$ cat config.mk
export PLATFORM = sky130hd
export DESIGN_NAME = imem_banked_loader
export DESIGN_NICKNAME = d
export VERILOG_FILES = /design/src/rtl/imem_banked_loader.sv
export SDC_FILE = /design/constraint.sdc
export NUM_CORES = 1
export LEC_CHECK = 0
export ABC_CLOCK_PERIOD_IN_PS = 3550
export CORE_ASPECT_RATIO = 1.2
export CORE_MARGIN = 3
export CORE_UTILIZATION = 50
export DETAILED_ROUTE_END_ITERATION = 6
export PLACE_DENSITY_LB_ADDON = 0.3
export SLEW_MARGIN = 20
export SYNTH_ARGS = -nofsm -noshare
export SYNTH_HDL_FRONTEND = slang
export SYNTH_SLANG_ARGS = --single-unit
export TNS_END_PERCENT = 20
$ cat constraint.sdc
create_clock -name Clock -period 3.55 [get_ports Clock]
set_input_delay 0.5325 -clock Clock [delete_from_list [all_inputs] [get_ports Clock]]
set_output_delay 0.5325 -clock Clock [all_outputs]
set_load 0.1 [all_outputs]
$ cat src/rtl/imem_banked_loader.sv
// Banked instruction memory with per-bank write protection, a registered
// read port, a direct write port and a valid/ready bulk-load engine that
// the boot path uses to fill program memory before the CPU is released.
module imem_banked_loader #(
    parameter int                    DATA_WIDTH   = 16,
    parameter int                    NUM_BANKS    = 4,
    parameter int                    BANK_DEPTH   = 16,
    parameter logic [NUM_BANKS-1:0]  RO_BANK_MASK = 4'b0011,
    localparam int                   BANK_W       = $clog2(NUM_BANKS),
    localparam int                   ADDR_W       = BANK_W + $clog2(BANK_DEPTH)
) (
    input  logic                  Clock,
    input  logic                  Reset,
    input  logic                  RoUnlock,
    input  logic                  ReadEnable,
    input  logic [ADDR_W-1:0]     ReadAddr,
    output logic [DATA_WIDTH-1:0] ReadData,
    output logic                  ReadValid,
    input  logic                  WriteEnable,
    input  logic [ADDR_W-1:0]     WriteAddr,
    input  logic [DATA_WIDTH-1:0] WriteData,
    input  logic                  LoadStart,
    input  logic [ADDR_W-1:0]     LoadBase,
    input  logic [ADDR_W:0]       LoadCount,
    input  logic                  LoadValid,
    input  logic [DATA_WIDTH-1:0] LoadData,
    output logic                  LoadReady,
    output logic                  LoadBusy,
    output logic                  LoadDone,
    output logic                  WriteError
);

    typedef enum logic [1:0] {
        IDLE = 2'd0,
        LOAD = 2'd1,
        DONE = 2'd2
    } state_t;

    logic [DATA_WIDTH-1:0] mem [NUM_BANKS*BANK_DEPTH];

    state_t                state_q, state_d;
    logic [ADDR_W-1:0]     addr_q, addr_d;
    logic [ADDR_W:0]       remain_q, remain_d;

    // Single internal write port: direct writes own it in IDLE, the loader in LOAD.
    logic                  wr_req;
    logic                  wr_ro;
    logic                  wr_go;
    logic [ADDR_W-1:0]     wr_addr;
    logic [DATA_WIDTH-1:0] wr_data;
    logic                  err_d;

    // Next-state, write-port steering and write-rejection decode.
    always_comb begin
        // NOTE: every output of this block gets a default first, so no path can infer a latch.
        state_d  = state_q;
        addr_d   = addr_q;
        remain_d = remain_q;
        wr_req   = 1'b0;
        wr_addr  = WriteAddr;
        wr_data  = WriteData;
        err_d    = 1'b0;

        case (state_q)
            IDLE: begin
                wr_req = WriteEnable;
                if (LoadStart) begin
                    addr_d   = LoadBase;
                    remain_d = LoadCount;
                    state_d  = (LoadCount == '0) ? DONE : LOAD;
                end
            end
            LOAD: begin
                // A direct write while the engine owns the port is dropped and flagged.
                err_d = WriteEnable;
                if (LoadValid) begin
                    wr_req   = 1'b1;
                    wr_addr  = addr_q;
                    wr_data  = LoadData;
                    addr_d   = addr_q + 1'b1;
                    remain_d = remain_q - 1'b1;
                    if (remain_q == (ADDR_W+1)'(1)) begin
                        state_d = DONE;
                    end
                end
            end
            DONE: begin
                err_d   = WriteEnable;
                state_d = IDLE;
            end
            default: begin
                state_d = IDLE;
            end
        endcase

        // Protected banks only take writes while boot programming unlocks them;
        // a rejected load word still counts as consumed.
        wr_ro = RO_BANK_MASK[wr_addr[ADDR_W-1 -: BANK_W]] && !RoUnlock;
        wr_go = wr_req && !wr_ro && Reset;
        if (wr_req && wr_ro) begin
            err_d = 1'b1;
        end
    end

    // Loader control state and the write-error pulse.
    always_ff @(posedge Clock) begin
        // NOTE: state registers use non-blocking assignments so every flop samples pre-edge values.
        if (!Reset) begin
            state_q    <= IDLE;
            addr_q     <= '0;
            remain_q   <= '0;
            WriteError <= 1'b0;
        end else begin
            state_q    <= state_d;
            addr_q     <= addr_d;
            remain_q   <= remain_d;
            WriteError <= err_d;
        end
    end

    // Storage array write.
    always_ff @(posedge Clock) begin
        // NOTE: the array has no reset; program contents must survive a control reset.
        if (wr_go) begin
            mem[wr_addr] <= wr_data;
        end
    end

    // Registered read-before-write port; data holds when no read is requested.
    always_ff @(posedge Clock) begin
        if (!Reset) begin
            ReadData  <= '0;
            ReadValid <= 1'b0;
        end else begin
            ReadValid <= ReadEnable;
            if (ReadEnable) begin
                ReadData <= mem[ReadAddr];
            end
        end
    end

    assign LoadReady = (state_q == LOAD);
    assign LoadBusy  = (state_q != IDLE);
    assign LoadDone  = (state_q == DONE);

endmodule
After elaboration in Yosys (flattened, before gate mapping):

Memories as Yosys holds them, arrays and structs flattened. A register that Yosys moved wholly into a read port is not among the register bits.
Index checks and enable logic that the tools add are counted.

* add/subtract/negate cells: 2
* $lt $le $gt $ge: 1
* eq/ne operators: 6
* multiplexer cells: 23
* reduce and logical (&&, ||, !) cells: 14

Operators by type and width (number)
* 16-bit two-way mux: 2
* 6-bit two-way mux: 4
* 7-bit two-way mux: 2
* 7-bit case mux with 2 select lines: 1
* 6-bit case mux with 2 select lines: 1
* 2-bit two-way mux: 4
* 7-bit by 1-bit equality test with 1-bit output, second input constant: 1
* 7-bit zero test: 1
* 7-bit by 1-bit subtractor with 7-bit output, second input constant: 1
* 6-bit by 1-bit adder with 6-bit output, second input constant: 1
* 1-bit two-way mux: 6
* 3-bit AND reduction: 2
* 1-bit logical AND: 4
* 2-bit != test, second input constant: 2
* 2-bit case mux with 2 select lines: 1
* 2-bit nonzero test: 2
* 1-bit zero test: 3
* 2-bit by 3-bit < comparator with 1-bit output, second input constant: 1
* 1-bit binary-select mux with 2-bit select: 1
* 2-bit by 1-bit equality test with 1-bit output, second input constant: 1
* 2-bit equality test, second input constant: 1
* 2-bit zero test: 1
* 2-bit by 1-bit != test with 1-bit output, second input constant: 1
* 1-bit case mux with 2 select lines: 1
* 2-bit OR reduction: 1

* bits in registers: 17
* memory bits (writable): 1024
* input bits: 64
* output and inout port bits: 21
* word-level logic and storage cells: 52
* memories: 1

Memory list
* mem: words 64, width 16, rd ports 1, clocked after memory_dff 1, write ports 1, line 39 `logic [DATA_WIDTH-1:0] mem [NUM_BANKS*BANK_DEPTH];`

Longest topological paths before layout:

Gate-level depths: netlist (run 1).

* depth in word-level cells: 10
* mapped depth: 10
* gate-level depth less buffers: 7

Worst setup path before layout (run 1):

OpenSTA, ideal clock, no wires.

* path type: register to register
* start: register state_q[1]
* end: memory mem[0][0] (enable)
* setup time: 389 ps
* data arrival time: 3254 ps
* required time: 3161 ps
* slack: -92 ps
* cell stages (with the launch flop): 10
* buffers on the path: 2
* period minus slack after synthesis: 3642 ps
* path through: dfxtp_1 > inv_1 > ha_1 > buf_2 > nand2_2 > buf_2 > mux2i_1 > nand3_1 > nand2b_1 > nor2_1

* longest elaborated chain between the ends: 10
* elaborated cells between the ends (all ways): 12
* those cells by class: eq/ne: 1; mux: 6; reduce/logical: 5

RTL lines
* start: declaration: line 41 `state_t state_q, state_d;`
* start signal: assignment: line 114 `state_q <= state_d;`
* 2-bit by 1-bit equality test with 1-bit output *
* net LoadReady: line 27 `output logic LoadReady,`
* 6-bit two-way mux: line 64 `case (state_q)`
* 1-bit binary-select mux with 2-bit select: line 98 `wr_ro = RO_BANK_MASK[wr_addr[ADDR_W-1 -: BANK_W]] && !RoUnlock;`
* 1-bit two-way mux (implied by the code): line 98
* 1-bit logical AND: line 98
* 1-bit zero test: line 99 `wr_go = wr_req && !wr_ro && Reset;`
* 1-bit logical AND (2 in a row): line 99
* 1-bit two-way mux: line 124 `if (wr_go) begin`
* 1-bit two-way mux (implied by the code): line 125 `mem[wr_addr] <= wr_data;`
* end: declaration: line 39

Mark *: on every way through the listed nets, which the timed path passes. The rest lies on a longest branch. The select of a mux whose other input is x is not followed.

Final worst setup path (run 1):

* start: register ReadData[9], read port of mem
* end: output ReadData[9]

RTL lines
* start: declaration: line 17 `output logic [DATA_WIDTH-1:0] ReadData,`

No word-level cell between the ends.

==> flow_summary.yaml, run 1 <==
status:
  outcome: "finished, final reports clean"
synth:
  seq_area_frac_synth_pct: 75.73
  synthesis.instances: 2211
  synth-edff-count: 1024
  synth.top_cell.area_share_pct: 74.14
  synth.distinct_cells: 46
  syn-cell-area_mm2: 0.04148
  synth.area.top_cells: "edfxtp_1 (74%), mux4_2 (6.7%), mux2_2 (5.7%)"
  post_synth.cell_area_avg_um2: 18.76
  yosysWarningCount: 0
  synth_seq_cells: 1057
  synthArstFlopShare_pct: 0
  syn-num-nets: 2281
  synthFlopType: "edfxtp_1"
  yosys.area.top_type: "edfxtp_1"
clock_tree:
  clkTransAtPathRegs_ns: 0.06
  cts_buffers: 95
  htree_levels: 3
  clock_sinks: 1057
  cts-root-buf: "clkbuf_16"
  clock_path_buffers: 3
  ctsResizeCount: 0
  ctsHoldBuffers: 0
  cts_setup_buffers: 0
  clk_latency_ns: 0.66
  cts_tree: "done"
route:
  vias: 22013
  ant_nets: 0
  drt_iter0_markers: 2545
  remaining_drc_errors: 0
  dr.pass1.iters: 6
  wl_per_cell_um: 28.43
  via_per_inst: 6.101
  wl_mm: 102.6
power_and_ir_drop:
  p_per_area_mw_per_mm2: 582.6
  vdd_drop_max_v: 0.0005638
  p_leak_nw: 15.03
  finalPower_mw: 27.71
cells_and_area:
  finalCoreUtilization_pct: 57.89
  layout-drive-gt1-share_pct: 25.72
  syn_to_final_growth_pct: 14.66
  finalNetCount: 2489
  nFillCells: 6042
sta:
  maxSlewHeadroom_pct: 30.75
  fmax_ghz: 0.3370
  clock_skew_ns: 0.02171
  tightest_slew_ns: 1.039
  setup_viol: 0
  hold_ws_ns: 0.4958
  finalMaxSlewViolations: 0
  rsz0062_at_grt: "no"
  final.min_clock_period_ns: 2.967
  timing.final.crit_share_pct: 83.58
  setup_slack_ns: 0.5828
  hold_viol_final: 0
worst_setup_path:
  cp_num_cells: 1
  cpPeakStageDelay_ns: 1.22
  rrSetupSlack_ns: 0.64
  worst_ep_arrival_time_ns: 2.43
  endpoint_kind: "primary output"
  cp_slowest_cell: "clkdlybuf4s50_1"
  regToRegEndpoint: "mem[26][6]$_DFFE_PP_"
  cp_top_family: "buffers and inverters"
  critical_path_buf_inv_count: 1
  critPathMaxFanout: 2
  crit_required_ns: 3.02
  r2r_cells: 9
  cp_cell_sequence: "clkdlybuf4s50_1"
  cp-start-kind: "register"
  reg2reg_from: "state_q[1]$_SDFFE_PN0P_"
  crit_type: "register to primary output"
floorplanning:
  fp.dieW_um: 268.9
  io_pins: 85
  die_area_mm2: 0.08646
  core.rowCount: 115
  initial_core_util_pct: 50.48
  die_height_um: 321.5
  core-area_mm2: 0.08216
global_route:
  grt_pass1_wl_mm: 149.9
  grt_start_max_net_pins: 66
  grt-ovfl-total: 0
  antenna_found_initial: 3
  grt_use_total_pct: 24.07
  grt_pass1_vias: 22139
placed_design:
  hpwl_mm: 62.70
  gp_congestion: 0.8704
  pre_cts_ws_ns: 0.01070
  io_buffers: 84
flow_run:
  maxCapViolCount: 0
min_path:
  hold_path.class: "register to register"
  min_to: "remain_q[1]$_SDFFE_PN0P_"
  holdCritStartpoint: "remain_q[1]$_SDFFE_PN0P_"
  whs_path_depth: 2
==> kinds of logic (layout without fill, tap and decap cells) <==
kind of cell,after synthesis,after routing,synth area share [%]
DFF,1057,1057,75.73
other,0,1,0
buffers and inverters,143,428,1.590
muxes,346,346,12.89
and+or+nand+nor,340,340,4.284
adders and majority gates,6,6,0.1810
AOI/OAI and AO/OA,319,319,5.327
==> flip-flops by register name (all words and copies together) (netlist names) <==
| signal | flops |
|---|---|
| mem | 1024 |
| ReadData | 16 |
| remain_q | 7 |
| addr_q | 6 |
| state_q | 2 |
| ReadValid | 1 |
| WriteError | 1 |
==> layout make-up <==
class	count	area [µm²]	area share, %
well taps	1111	1390	2.923
repair buffers	242	2218	4.664
diodes	1	2.502	0.005262
inverters	12	45.04	0.09471
flip-flops and latches	1057	31410	66.04
clock inverters	43	402.9	0.8471
clock buffers	131	2659	5.590
multi-input cells	1011	9432	19.83
==> metrics by stage <==
stage	setup TNS, ns	instances	cell area (µm²)
4_1_cts	0	3607	47550
5_1_grt	0	3607	47560
2_1_floorplan	-29.67	2211	41480
3_5_place_dp	0	3433	44490
6_report	0	3608	47560
3_3_place_gp	0	3433	44490
==> layer usage <==
layer	up-vias	global-route usage, %	share of wire (%)
met3	179	4.072	8.3
met1	11410	32.96	39
met4	4	8.163	3.3
li1	9429	-	-
met2	991	39.57	50
met5	-	0	0.019
==> worst max path at each step <==
stage                               from                        to
4_1_cts        ReadData[11]$_SDFFE_PN0P_              ReadData[11]
3_3_place_gp                 ReadAddr[0]  ReadData[2]$_SDFFE_PN0P_
6_report        ReadData[9]$_SDFFE_PN0P_               ReadData[9]
3_5_place_dp                 ReadAddr[0]  ReadData[2]$_SDFFE_PN0P_
2_1_floorplan    state_q[1]$_SDFFE_PN0P_       mem[0][0]$_DFFE_PP_
5_1_grt          state_q[1]$_SDFFE_PN0P_     mem[18][12]$_DFFE_PP_
==> power by group <==
| part | internal (mW) | total (mW) | switching, mW |
|---|---|---|---|
| clock network | 5.75 | 10.1 | 4.38 |
| registers | 14.4 | 14.5 | 0.136 |
| logic | 0.896 | 3.09 | 2.19 |
==> Yosys cell counts, types with 8 or more instances <==
cell type  number
edfxtp_1     1024
a211oi_1       64
buf_1           9
nand3b_1       19
nor2_1         82
dfxtp_1        33
o21ai_0        77
mux2_2        210
a21oi_1        11
clkbuf_1       78
o221ai_1       16
nand2_1        30
mux4_2        123
o22ai_1        68
nand3_1        11
buf_2          32
nor3_1         70
mux2i_1         8
a22o_1         65
inv_1          12
nor2b_1        72
nand2b_1        8
nor4_1         33
buf_6          10
==> worst min-delay path, cell delays in order, from the launching register on <==
cell and delay, ns:
dfxtp_1 0.32, nand2_1 0.05, a21boi_0 0.07
==> layout by cell type, fill, tap and decap left out, types with 19 or more instances in the layout <==
master and count:
a22o_1 65, dfxtp_1 33, nor3_1 70, mux2_2 209, nor2b_1 71, nand2_1 30, clkdlybuf4s50_1 80, clkbuf_1 27
o21ai_0 77, mux4_2 123, nand3b_1 19, a211oi_1 64, nor4_1 33, edfxtp_1 1024, buf_4 145, o22ai_1 68
nor2_1 79, clkbuf_16 100
Power figures use the tool's default switching activity.
==> run 2: changes to the inputs <==
- ABC_CLOCK_PERIOD_IN_PS: 3550 -> 2630
- clock period: 3.55 -> 2.63 ns (I/O delays scaled with it)
==> flow_summary.yaml, run 2 (synthesized netlist as in run 1, its figures left out) <==
floorplanning:
  initial_core_util_pct: 50.48
  core-area_mm2: 0.08216
  io_pins: 85
  die_height_um: 321.5
  core.rowCount: 115
  die_area_mm2: 0.08646
  fp.dieW_um: 268.9
worst_setup_path:
  critPathMaxFanout: 36
  cp_common_cell: "buf_4"
  cp_num_cells: 9
  cp_cell_sequence: "clkdlybuf4s50_1 -> or2_2 -> buf_12 -> o21ai_0 -> nor3_1 -> buf_4 -> nor4_1 -> buf_4 -> o221ai_1"
  r2r_cells: 9
  cp_slowest_cell: "nor4_1"
  crit_required_ns: 3.16
  reg2reg_from: "state_q[0]$_SDFFE_PN0P_"
  cpPeakStageDelay_ns: 0.64
  crit_type: "primary input to register"
  cp-start-kind: "primary input"
  worst_ep_arrival_time_ns: 3.03
  critical_path_buf_inv_count: 4
  rrSetupSlack_ns: 0.22
  cp_top_family: "simple AND/OR/NAND/NOR gates"
  regToRegEndpoint: "mem[28][12]$_DFFE_PP_"
  endpoint_kind: "register"
route:
  vias: 22275
  dr.pass1.iters: 5
  wl_per_cell_um: 27.19
  wl_mm: 100.7
  drt_iter0_markers: 2096
  remaining_drc_errors: 0
  ant_nets: 0
  via_per_inst: 6.015
cells_and_area:
  insertedDiodeCount: 0
  layout_commonest_cell: "edfxtp_1"
  regMostFlops: "mem"
  layout_common_cells: "edfxtp_1 (1024), mux2_2 (210), buf_4 (154), mux4_2 (123), buf_12 (117)"
  finalNetCount: 2581
  reg_top3: "mem (1024), ReadData (16), remain_q (7)"
  fin_cells: 3703
  finalCoreUtilization_pct: 60.95
  syn_to_final_growth_pct: 20.72
  layout-drive-gt1-share_pct: 32.33
  postLayoutCellArea_mm2: 0.05007
  largest_reg_flops: 1024
status:
  outcome: "finished, final reports clean"
sta:
  final.min_clock_period_ns: 2.502
  setup_viol: 0
  rsz0062_at_grt: "no"
  fmax_ghz: 0.3996
  setup_slack_ns: 0.1277
  hold_viol_final: 0
  tightest_slew_ns: 0.8400
  fin_tns_setup_ns: 0
  hold_ws_ns: 0.3723
  finalMaxSlewViolations: 0
  clock_skew_ns: 0.02220
  timing.final.crit_share_pct: 95.15
  maxSlewHeadroom_pct: 43.57
clock_tree:
  cts-root-buf: "clkbuf_16"
  htree_levels: 3
  clock_sinks: 1057
  clk_latency_ns: 0.67
  cts_buffers: 95
  cts_tree: "done"
  clkTransAtPathRegs_ns: 0.06
  ctsResizeCount: 0
  ctsHoldBuffers: 0
  clock_path_buffers: 3
  cts_setup_buffers: 0
global_route:
  grt_pass1_vias: 22566
  grt_use_total_pct: 23.56
  grt_start_max_net_pins: 65
  met2_usage_pct: 39.97
  grt-ovfl-total: 0
  antenna_found_initial: 2
  grt.busiest_layer: "met2"
  grtUsageMet3_pct: 3.369
  gr-usage-met1_pct: 31.69
  grt_pass1_wl_mm: 148.3
min_path:
  min_to: "ReadValid$_SDFF_PN0_"
  whs_path_depth: 2
  hold_path.class: "primary input to register"
  holdCritStartpoint: "ReadEnable"
placed_design:
  gp_congestion: 0.8893
  dp_cells: 3525
  io_buffers: 84
  hpwl_mm: 63.94
  pre_cts_ws_ns: -0.5068
  place_area_mm2: 0.04689
power_and_ir_drop:
  p_per_area_mw_per_mm2: 766.5
  p_seq_share_pct: 50.9
  internal_power_mw: 28.98
  finalPower_mw: 38.38
  switching_share_pct: 24.49
  switching_power_mw: 9.398
  clkPwrFrac_pct: 36.6
  p_leak_nw: 15.95
  p_comb_share_pct: 12.4
  vdd_drop_max_v: 0.001126
flow_run:
  maxCapViolCount: 0
-- run 2: changes by cell type in the layout (fill, tap and decap cells not counted), sizes merged --
cell,before,now
clkdlybuf4s50,80,61
inv,13,16
clkbuf,132,114
buf,161,272
bufinv,7,12
diode,1,0
clkinv,30,44
-- run 2: worst max-delay path by stage --
stage / startpoint / to / slack, ns
after floorplan: state_q[1]$_SDFFE_PN0P_ / mem[20][0]$_DFFE_PP_ / -0.18
after global placement: ReadAddr[3] / ReadData[14]$_SDFFE_PN0P_ / -0.49
after detailed placement: ReadAddr[3] / ReadData[14]$_SDFFE_PN0P_ / -0.51
after CTS: ReadAddr[3] / ReadData[14]$_SDFFE_PN0P_ / 0.19
after global routing: state_q[0]$_SDFFE_PN0P_ / mem[28][13]$_DFFE_PP_ / 0.13
final: ReadAddr[3] / ReadData[14]$_SDFFE_PN0P_ / 0.13
-- run 2: power by group through the flow --
| stage | logic (mW) | clock network (mW) | registers, mW |
|---|---|---|---|
| final | 4.78 | 14.1 | 19.5 |
| after CTS | 4.81 | 14.3 | 19.5 |
| after global placement | 4.65 | 0 | 19.9 |
| after floorplan | 2.48 | 0 | 20.0 |
| after detailed placement | 4.78 | 0 | 19.9 |
| after global routing | 5.04 | 14.9 | 19.5 |
-- run 2: area by class of cell --
type | count | area, µm²
inverter | 12 | 45.04
clock buffer | 113 | 2497
sequential | 1057 | 31410
tap | 1111 | 1390
fill | 5713 | 32090
multi-input combinational | 1011 | 9907
timing repair buffer | 334 | 4138
clock inverter | 65 | 684.4
-- run 2: layer usage --
metal,vias up,share of wire [%]
li1,9650,-
met4,4,3.1
met3,170,6.8
met2,905,51
met5,-,0.027
met1,11546,39
-- run 2: worst register-to-register path, stage by stage (launching register included) --
cell	delay, ns
dfxtp_1	0.34
inv_1	0.10
ha_1	0.29
a22o_1	0.17
nand2_1	0.11
a21oi_4	0.30
nand4_1	0.21
buf_4	0.27
nor2_4	0.16
buf_12	0.16
